--- src/rtl/branch_sequencer_pkg.sv ---
// Shared definitions for the fetch PC sequencer: branch opcodes, FSM states, counter width.
package branch_sequencer_pkg;

  localparam int COUNT_W = 16;
  localparam int OPC_W   = 6;

  localparam logic [OPC_W-1:0] OP_BEQ  = 6'b001000;
  localparam logic [OPC_W-1:0] OP_BNE  = 6'b001001;
  localparam logic [OPC_W-1:0] OP_BGT  = 6'b001010;
  localparam logic [OPC_W-1:0] OP_BGTE = 6'b001011;
  localparam logic [OPC_W-1:0] OP_BLE  = 6'b001100;
  localparam logic [OPC_W-1:0] OP_BLEQ = 6'b001101;

  typedef enum logic [1:0] {
    ST_RUN      = 2'd0,
    ST_RESOLVE  = 2'd1,
    ST_REDIRECT = 2'd2,
    ST_HALTED   = 2'd3
  } state_t;

  function automatic logic is_branch(input logic [OPC_W-1:0] op);
    return op inside {OP_BEQ, OP_BNE, OP_BGT, OP_BGTE, OP_BLE, OP_BLEQ};
  endfunction

endpackage

--- src/rtl/branch_sequencer_cond.sv ---
// Combinational branch condition: signed 32-bit compare selected by opcode.
// Non-branch opcodes always report not-taken.
module branch_cond
  import branch_sequencer_pkg::*;
(
  input  logic [OPC_W-1:0]   i_opcode,
  input  logic signed [31:0] i_rs,
  input  logic signed [31:0] i_rt,
  output logic               o_taken
);

  always_comb begin
    o_taken = 1'b0;
    case (i_opcode)
      OP_BEQ:  o_taken = (i_rs == i_rt);
      OP_BNE:  o_taken = (i_rs != i_rt);
      OP_BGT:  o_taken = (i_rs >  i_rt);
      OP_BGTE: o_taken = (i_rs >= i_rt);
      OP_BLE:  o_taken = (i_rs <  i_rt);
      OP_BLEQ: o_taken = (i_rs <= i_rt);
      default: o_taken = 1'b0;
    endcase
  end

endmodule

--- src/rtl/branch_sequencer.sv ---
// Fetch PC sequencer: stalls fetch one cycle per branch, redirects and flushes on taken.
// Control outputs decode only registered state; counters saturate at all-ones.
module branch_sequencer
  import branch_sequencer_pkg::*;
#(
  parameter int                   ADDRESS_WIDTH = 6,
  parameter logic [ADDRESS_WIDTH:0] RESET_PC    = '0
)
(
  input  logic                     clk,
  input  logic                     rst_n,
  input  logic                     dec_valid,
  input  logic [OPC_W-1:0]         dec_opcode,
  input  logic [15:0]              dec_imm,
  input  logic [ADDRESS_WIDTH:0]   dec_pc,
  input  logic signed [31:0]       rs_val,
  input  logic signed [31:0]       rt_val,
  input  logic                     fetch_ready,
  input  logic                     halt_req,
  output logic [ADDRESS_WIDTH:0]   pc,
  output logic                     fetch_en,
  output logic                     stall,
  output logic                     flush,
  output logic [COUNT_W-1:0]       br_count,
  output logic [COUNT_W-1:0]       taken_count
);

  localparam int PCW = ADDRESS_WIDTH + 1;

  state_t                r_state;
  state_t                w_state_nxt;

  logic [PCW-1:0]        r_pc;
  logic [OPC_W-1:0]      r_br_opcode;
  logic [15:0]           r_br_imm;
  logic [PCW-1:0]        r_br_pc;
  logic signed [31:0]    r_br_rs;
  logic signed [31:0]    r_br_rt;
  logic [COUNT_W-1:0]    r_br_count;
  logic [COUNT_W-1:0]    r_taken_count;

  logic                  w_dec_branch;
  logic                  w_taken;
  logic [PCW-1:0]        w_imm_pc;
  logic [PCW-1:0]        w_target;
  logic [PCW-1:0]        w_seq_pc;

  assign w_dec_branch = dec_valid && is_branch(dec_opcode);

  branch_cond u_branch_cond (
    .i_opcode (r_br_opcode),
    .i_rs     (r_br_rs),
    .i_rt     (r_br_rt),
    .o_taken  (w_taken)
  );

  // Size cast of a signed operand sign-extends or truncates; both wrap modulo 2^PCW.
  assign w_imm_pc = PCW'($signed(r_br_imm));
  assign w_target = r_br_pc + w_imm_pc;
  assign w_seq_pc = r_br_pc + PCW'(1);

  always_ff @(posedge clk or negedge rst_n) begin
    if (!rst_n) begin
      r_state <= ST_RUN;
    end else begin
      r_state <= w_state_nxt;
    end
  end

  always_comb begin
    w_state_nxt = r_state;
    fetch_en    = 1'b0;
    stall       = 1'b1;
    flush       = 1'b0;
    case (r_state)
      ST_RUN: begin
        fetch_en = 1'b1;
        stall    = 1'b0;
        if (w_dec_branch) begin
          w_state_nxt = ST_RESOLVE;
        end else if (halt_req) begin
          w_state_nxt = ST_HALTED;
        end
      end
      ST_RESOLVE: begin
        w_state_nxt = w_taken ? ST_REDIRECT : ST_RUN;
      end
      ST_REDIRECT: begin
        flush       = 1'b1;
        w_state_nxt = ST_RUN;
      end
      ST_HALTED: begin
        if (!halt_req) begin
          w_state_nxt = ST_RUN;
        end
      end
      default: begin
        w_state_nxt = ST_RUN;
      end
    endcase
  end

  always_ff @(posedge clk or negedge rst_n) begin
    if (!rst_n) begin
      r_pc          <= RESET_PC;
      r_br_opcode   <= '0;
      r_br_imm      <= '0;
      r_br_pc       <= '0;
      r_br_rs       <= '0;
      r_br_rt       <= '0;
      r_br_count    <= '0;
      r_taken_count <= '0;
    end else begin
      case (r_state)
        ST_RUN: begin
          if (fetch_ready) begin
            r_pc <= r_pc + PCW'(1);
          end
          // Operands are captured so decode may change freely while we resolve.
          if (w_dec_branch) begin
            r_br_opcode <= dec_opcode;
            r_br_imm    <= dec_imm;
            r_br_pc     <= dec_pc;
            r_br_rs     <= rs_val;
            r_br_rt     <= rt_val;
          end
        end
        ST_RESOLVE: begin
          r_pc <= w_taken ? w_target : w_seq_pc;
          if (r_br_count != '1) begin
            r_br_count <= r_br_count + COUNT_W'(1);
          end
          if (w_taken && (r_taken_count != '1)) begin
            r_taken_count <= r_taken_count + COUNT_W'(1);
          end
        end
        default: begin
        end
      endcase
    end
  end

  assign pc          = r_pc;
  assign br_count    = r_br_count;
  assign taken_count = r_taken_count;

endmodule
--- config.mk ---
export PLATFORM = sky130hd
export DESIGN_NAME = branch_sequencer
export DESIGN_NICKNAME = d
export VERILOG_FILES = /design/src/rtl/branch_sequencer_pkg.sv /design/src/rtl/branch_sequencer_cond.sv /design/src/rtl/branch_sequencer.sv
export SDC_FILE = /design/constraint.sdc
export NUM_CORES = 1
export LEC_CHECK = 0
export BUFFER_PORTS_ARGS = -buffer_cell sky130_fd_sc_hd__buf_4
export CORE_MARGIN = 2
export CORE_UTILIZATION = 46
export DETAILED_ROUTE_END_ITERATION = 10
export GPL_TIMING_DRIVEN = 0
export PLACE_DENSITY = 0.76
export RECOVER_POWER = 100
export SLEW_MARGIN = 20
export SYNTH_ARGS = -nofsm -noshare
export SYNTH_HDL_FRONTEND = slang
export SYNTH_SLANG_ARGS = --single-unit
--- constraint.sdc ---
create_clock -name clk -period 4.6 [get_ports clk]
set_input_delay 0.92 -clock clk [delete_from_list [all_inputs] [get_ports clk]]
set_output_delay 0.92 -clock clk [all_outputs]
set_load 0.02 [all_outputs]
After elaboration in Yosys (flattened, before gate mapping):

Cells that the tools add are included.

* bits in registers: 125
* output and inout port bits: 42
* logic and storage cells: 62

* add/subtract/negate cells: 5
* magnitude comparators: 4
* equality and inequality tests: 22
* muxes and demuxes: 12
* reduce and logical (&&, ||, !) cells: 10

Operator list (number)
* $eq A6 B4 Y1 const B: 12
* $add A16 B1 Y16 const B: 2
* $eq A32 B32 Y1: 1
* $ge A32 B32 Y1: 1
* $gt A32 B32 Y1: 1
* $le A32 B32 Y1: 1
* $lt A32 B32 Y1: 1
* $ne A16 B16 Y1 const B: 2
* $ne A32 B32 Y1: 1
* $add A7 B1 Y7 const B: 2
* $mux W7: 2
* $pmux W7 S2: 1
* $reduce_and A2 Y1: 5
* $mux W2: 4
* $pmux W2 S4: 1
* $add A7 B7 Y7: 1
* $pmux W1 S6: 1
* $reduce_bool A6 Y1: 1
* $eq A2 B2 Y1 const B: 2
* $ne A2 B2 Y1 const B: 2
* $mux W1: 3
* $ne A3 B3 Y1 const B: 1
* $eq A2 B1 Y1 const B: 1
* $logic_and A1 B1 Y1: 2
* 2 further kinds: 2

Logic depth before layout (Yosys ltp):

* depth after elaboration: 5
* depth in mapped cells: 21
* depth with buffers taken out: 21

Hierarchy:

A second synthesis with hierarchy kept.

* cells, all modules: 537
* area total of the unflattened synthesis: 6701.4 um^2

Modules (own cells, without submodules)
* branch_sequencer: times used 1, cells an instance 410, area an instance 5726.7 um^2, sequential area each 3128.0 um^2
* branch_cond: times used 1, cells an instance 127, area an instance 974.7 um^2, sequential area each 0.0 um^2

Least setup slack after synthesis:

OpenSTA, ideal clock, no wires.

* path kind: register -> register
* from: reg r_br_rs[31]
* to: reg r_pc[6], in the netlist pc[6]
* library setup time: 0.124 ns
* arrival: 3.949 ns
* data required time: 4.476 ns
* path slack: 0.527 ns
* stages on the path, launching flop included: 21
* buffers on the path: 0
* period minus slack after synthesis: 4.073 ns
* cells stage by stage: dfrtp_1 -> ha_1 -> nand4_2 -> nor2_1 -> a221o_1 -> a211o_1 -> a21oi_2 -> xnor2_1 -> o311ai_4 -> and2_1 -> nand2b_1 -> ha_1 -> fa_1 -> a21oi_1 -> nor2_1 -> nor2_1 -> o21bai_1 -> a21oi_1 -> xor2_1 -> and4_1 -> o31a_1

* longest elaborated chain between the ends: 4
* elaborated cells on any way between the ends: 9
* those cells by class: order compare: 4; eq/ne: 2; mux: 3

Ends and longest elaborated chain
* from (decl): RTL line branch_sequencer.sv:37 `logic signed [31:0] r_br_rs;`
* from (signal assigned): RTL line branch_sequencer.sv:124 `r_br_rs <= rs_val;`
* $le A32 B32 Y1, or another cell as far along: RTL line branch_sequencer_cond.sv:20 `OP_BLEQ: o_taken = (i_rs <= i_rt);`
* $pmux W1 S6 (*): RTL line branch_sequencer_cond.sv:14 `case (i_opcode)`
* $mux W7 (*): RTL line branch_sequencer.sv:129 `r_pc <= w_taken ? w_target : w_seq_pc;`
* $pmux W7 S2 (*): RTL line branch_sequencer.sv:114 `case (r_state)`
* to (signal assigned): RTL line branch_sequencer.sv:117 `r_pc <= r_pc + PCW'(1);`
* to (signal assigned): RTL line branch_sequencer.sv:129
* to (decl): RTL line branch_sequencer.sv:33 `logic [PCW-1:0] r_pc;`

Mark *: on every way between the ends. The rest lies on a longest branch, timed or not.
A chain may end at the register's enable or synchronous reset.

Worst setup path in the final report:

* from: reg r_br_rs[23]
* to: reg r_pc[6], in the netlist pc[6]

Same word-level chain as after synthesis.

==> results.cfg <==
[synth]
synth.yosys.seq_area_share_pct = 50.5
share_of_the_synthesized_area_in_the_top_cell_type_pct = 50.5
synth_edf_count = 0
postSynthCellCount = 526
synth-seq-cells = 125
synth.net_count = 666
synth.distinct_cells = 47
synth_ff_type = sky130_fd_sc_hd__dfrtp_1
syn-mean-instance-area_sq_um = 11.8
synth.area.top_cells = sky130_fd_sc_hd__dfrtp_1, sky130_fd_sc_hd__mux2_2, sky130_fd_sc_hd__ha_1
asyncSetResetFlopFracSynth_pct = 100
ys.warnings.count = 0
syn-cell-area_sq_mm = 0.00620
post-synth-top-area-cell = sky130_fd_sc_hd__dfrtp_1

[sta]
finalClockSkew_ps = 6.50
worst_setup_margin_ps = 309
hold_viol_final = 0
max_slew.worst_pin.slew_ps = 1920
hold_slack_ps = 485
slew_headroom_pct = -27.9
setup_total_neg_slack_ps = 0
finalMaxSlewViolations = 80
final_critical_path_time_including_i_o_delays_and_setup_ps = 4290
max_freq_mhz = 233
setup_violations = 0
min_period_over_period_pct = 93.3

[status]
violations = max-capacitance violations, max-slew violations
status = finished, violations left

[critical_path]
critical_path.cell_chain = ha_1 -> a21oi_1 -> o21ai_0 -> a221o_1 -> a211o_1 -> a21oi_2 -> xnor2_1 -> o311ai_4 -> and2_4 -> nand2b_1 -> ha_1 -> fa_1 -> a21oi_1 -> nor2_1 -> nor2_2 -> o21bai_1 -> a21oi_2 -> xor2_1 -> a31oi_1 -> o31a_1
cp-end-kind = register
setup.reg_to_reg.worst_slack_ps = 310
crit_path_max_fanout = 5
timing_worst_setup_path_type = reg -> reg
worstSetupStartpointType = register
crit_path_top_delay_cell = sky130_fd_sc_hd__fa_1
critPathRequiredTime_ps = 4900
cp_slowest_stage_delay_ps = 410
timing.critical_path.arrival_ps = 4590

[grt]
via_count_of_the_first_global_routing_pass = 4585
grt_overflow = 0
grt_first_pass_wirelength_mm = 21.9
grt.total_usage_pct = 19.3
grt_antenna_before_repair = 0
maximum_number_of_pins_on_one_net_before_global_route_repair = 80

[drt]
drtPass1Iterations = 4
drtAntennaViolNets = 0
wl_mm = 13.0
via_per_inst = 5.19
iteration_0_drc_count_of_the_detailed_router = 199
total_number_of_vias = 4500
route.detailed.wl_per_inst_microns = 15.0
drc = 0

[layout]
nNetsFinal = 818
syn_to_final_growth_pct = 27.2
fillerInstances = 1120
final_instance_area_sq_mm = 0.00789
final_layout_size_suffix_gt1_share_pct = 31.1
num_antenna_cells = 0
post_layout_nonfiller_instances = 867
finalCoreUtilization_pct = 59.8

[pwr]
p_int_mw = 3.39
share_comb_of_total_power_pct = 39.6
powerDensity_mw_per_mm2 = 670
power_frac_seq_pct = 34.6
sw_frac_of_total_pct = 35.7
leakage_power_figure_nw = 3.76
worst_ir_drop_vdd_v = 0.000340
power.switching_mw = 1.89
power.clock.fraction_pct = 25.7
post-layout-total-power_mw = 5.28

[floorplan]
core_rows = 42
die_width_microns = 120
ios = 140
core_area_sq_mm = 0.0132
initial_utilization_pct = 47.0
dieArea_sq_mm = 0.0144
die_h_microns = 120

[placement]
post-place-cells = 833
placed_cell_area_sq_mm = 0.00743
detailedPlacementHpwl_mm = 9.92
globalplace.congestion = 0.800
numPortBuffers = 130
dp_slack_ps = -107

[clocking]
cts-hold-fix-buffers = 0
clock_sinks = 125
cts_root_buffer = sky130_fd_sc_hd__clkbuf_16
clk_transition_reported_paths_ps = 60
clk_path_buf_depth = 2
clock_latency_ps = 420
htree_num_levels = 4
cts_tree = built
total_cts_buffers = 17

[min_path]
worst_hold_path_type = reg -> reg

[job]
timing.max_cap.violations = 1
critical path, delay by kind of cell (launching register included):
| family | cells | cell delay (ps) |
|---|---|---|
| AND/OR/NAND/NOR | 4 | 460 |
| AO/OA/AOI/OAI | 11 | 2080 |
| XOR/XNOR | 2 | 290 |
| flip-flops | 1 | 380 |
| adder cells (fa/ha/maj) | 3 | 950 |
cells in the mapped netlist (3+ instances only):
cell and n:
sky130_fd_sc_hd__and2_1 5, sky130_fd_sc_hd__nand4_1 23, sky130_fd_sc_hd__xor2_1 9, sky130_fd_sc_hd__nor2_1 16, sky130_fd_sc_hd__inv_1 40, sky130_fd_sc_hd__and3_1 14
sky130_fd_sc_hd__nor3_1 3, sky130_fd_sc_hd__ha_1 41, sky130_fd_sc_hd__a21o_1 3, sky130_fd_sc_hd__and4_1 5, sky130_fd_sc_hd__o21ai_0 12, sky130_fd_sc_hd__xnor2_1 30
sky130_fd_sc_hd__clkbuf_1 14, sky130_fd_sc_hd__nand3_1 15, sky130_fd_sc_hd__mux2_2 82, sky130_fd_sc_hd__o211ai_1 3, sky130_fd_sc_hd__dfrtp_1 125, sky130_fd_sc_hd__nand2_1 30
sky130_fd_sc_hd__a21oi_1 22
logic make-up (layout without fill, tap and decap cells):
logic type               Yosys count  in the layout  share of synthesized area (%)
AO/OA/AOI/OAI                     59             59                           6.30
XOR/XNOR                          39             39                           5.51
adder cells (fa/ha/maj)           42             42                           8.60
buffers and inverters             56            221                           3.57
flip-flops                       125            125                           50.5
multiplexers                      83             83                           15.1
AND/OR/NAND/NOR                  122            122                           10.5
power groups by stage:
stage | clock, mW | combinational [mW] | sequential (mW)
final | 1.36 | 2.09 | 1.83
after detailed placement | 0 | 2.11 | 1.85
after floorplan | 0 | 1.47 | 1.84
after CTS | 1.39 | 2.13 | 1.83
after global placement | 0 | 2.02 | 1.82
after global routing | 1.44 | 2.38 | 1.89
cells in the final DEF, fill, tap and decap left out, drive strengths merged, types with 5 or more instances in the layout:
cell and instances:
a21oi 23, and2 5, and3 15, and4 5, buf 88, clkbuf 79, clkinvlp 8, dfrtp 125
ha 41, inv 41, mux2 83, nand2 30, nand3 15, nand4 24, nor2 16, o21ai 12
xnor2 30, xor2 9
path summary, 6_finish.rpt:
| check | start | to | cells after the start |
|---|---|---|---|
| worst min-delay path | br_count[11] | br_count[11] | 1 |
| min in group asynchronous | rst_n | pc[2] | 1 |
| max in group asynchronous | rst_n | r_br_rt[18] | 2 |
| worst max register to register | r_br_rs[23] | pc[6] | 20 |
| worst max-delay path | r_br_rs[23] | pc[6] | 20 |
| worst min register to register | br_count[11] | br_count[11] | 1 |
per-layer routing:
layer | part of all wire (%) | track usage [%] | routed length (microns)
met3 | 7.2 | 6.23 | 941
met2 | 50 | 32.2 | 6540
met4 | 1.6 | 7.06 | 205
met1 | 41 | 23.5 | 5360
met5 | 0 | 0 | 0
flip-flops by register name, summed over array words and instances, names as in the netlist:
signal	cells
r_br_rs	32
br_count	16
r_br_imm	7
r_state	2
r_br_pc	7
pc	7
taken_count	16
r_br_rt	32
r_br_opcode	6
repair_timing:
item | in CTS | in global routing
endpoints found under the setup margin | 1 | 1
gates resized for setup | 1 | 6
buffers inserted | 0 | 2
pin swaps | 0 | 7
hold endpoints to repair | 0 | 0
layout make-up:
type                       instances  area [sq um]  share of cell area, %
multi-input combinational        345          2890                   36.6
inverter                          40           150                   1.90
clock buffer                      18           439                   5.57
clock inverter                    14           169                   2.14
sequential                       125          3130                   39.7
timing repair buffer             133           832                   10.5
tap                              176           220                   2.79
buffer                            16          63.8                  0.809
Note: power is estimated with default switching activity, not from simulation.
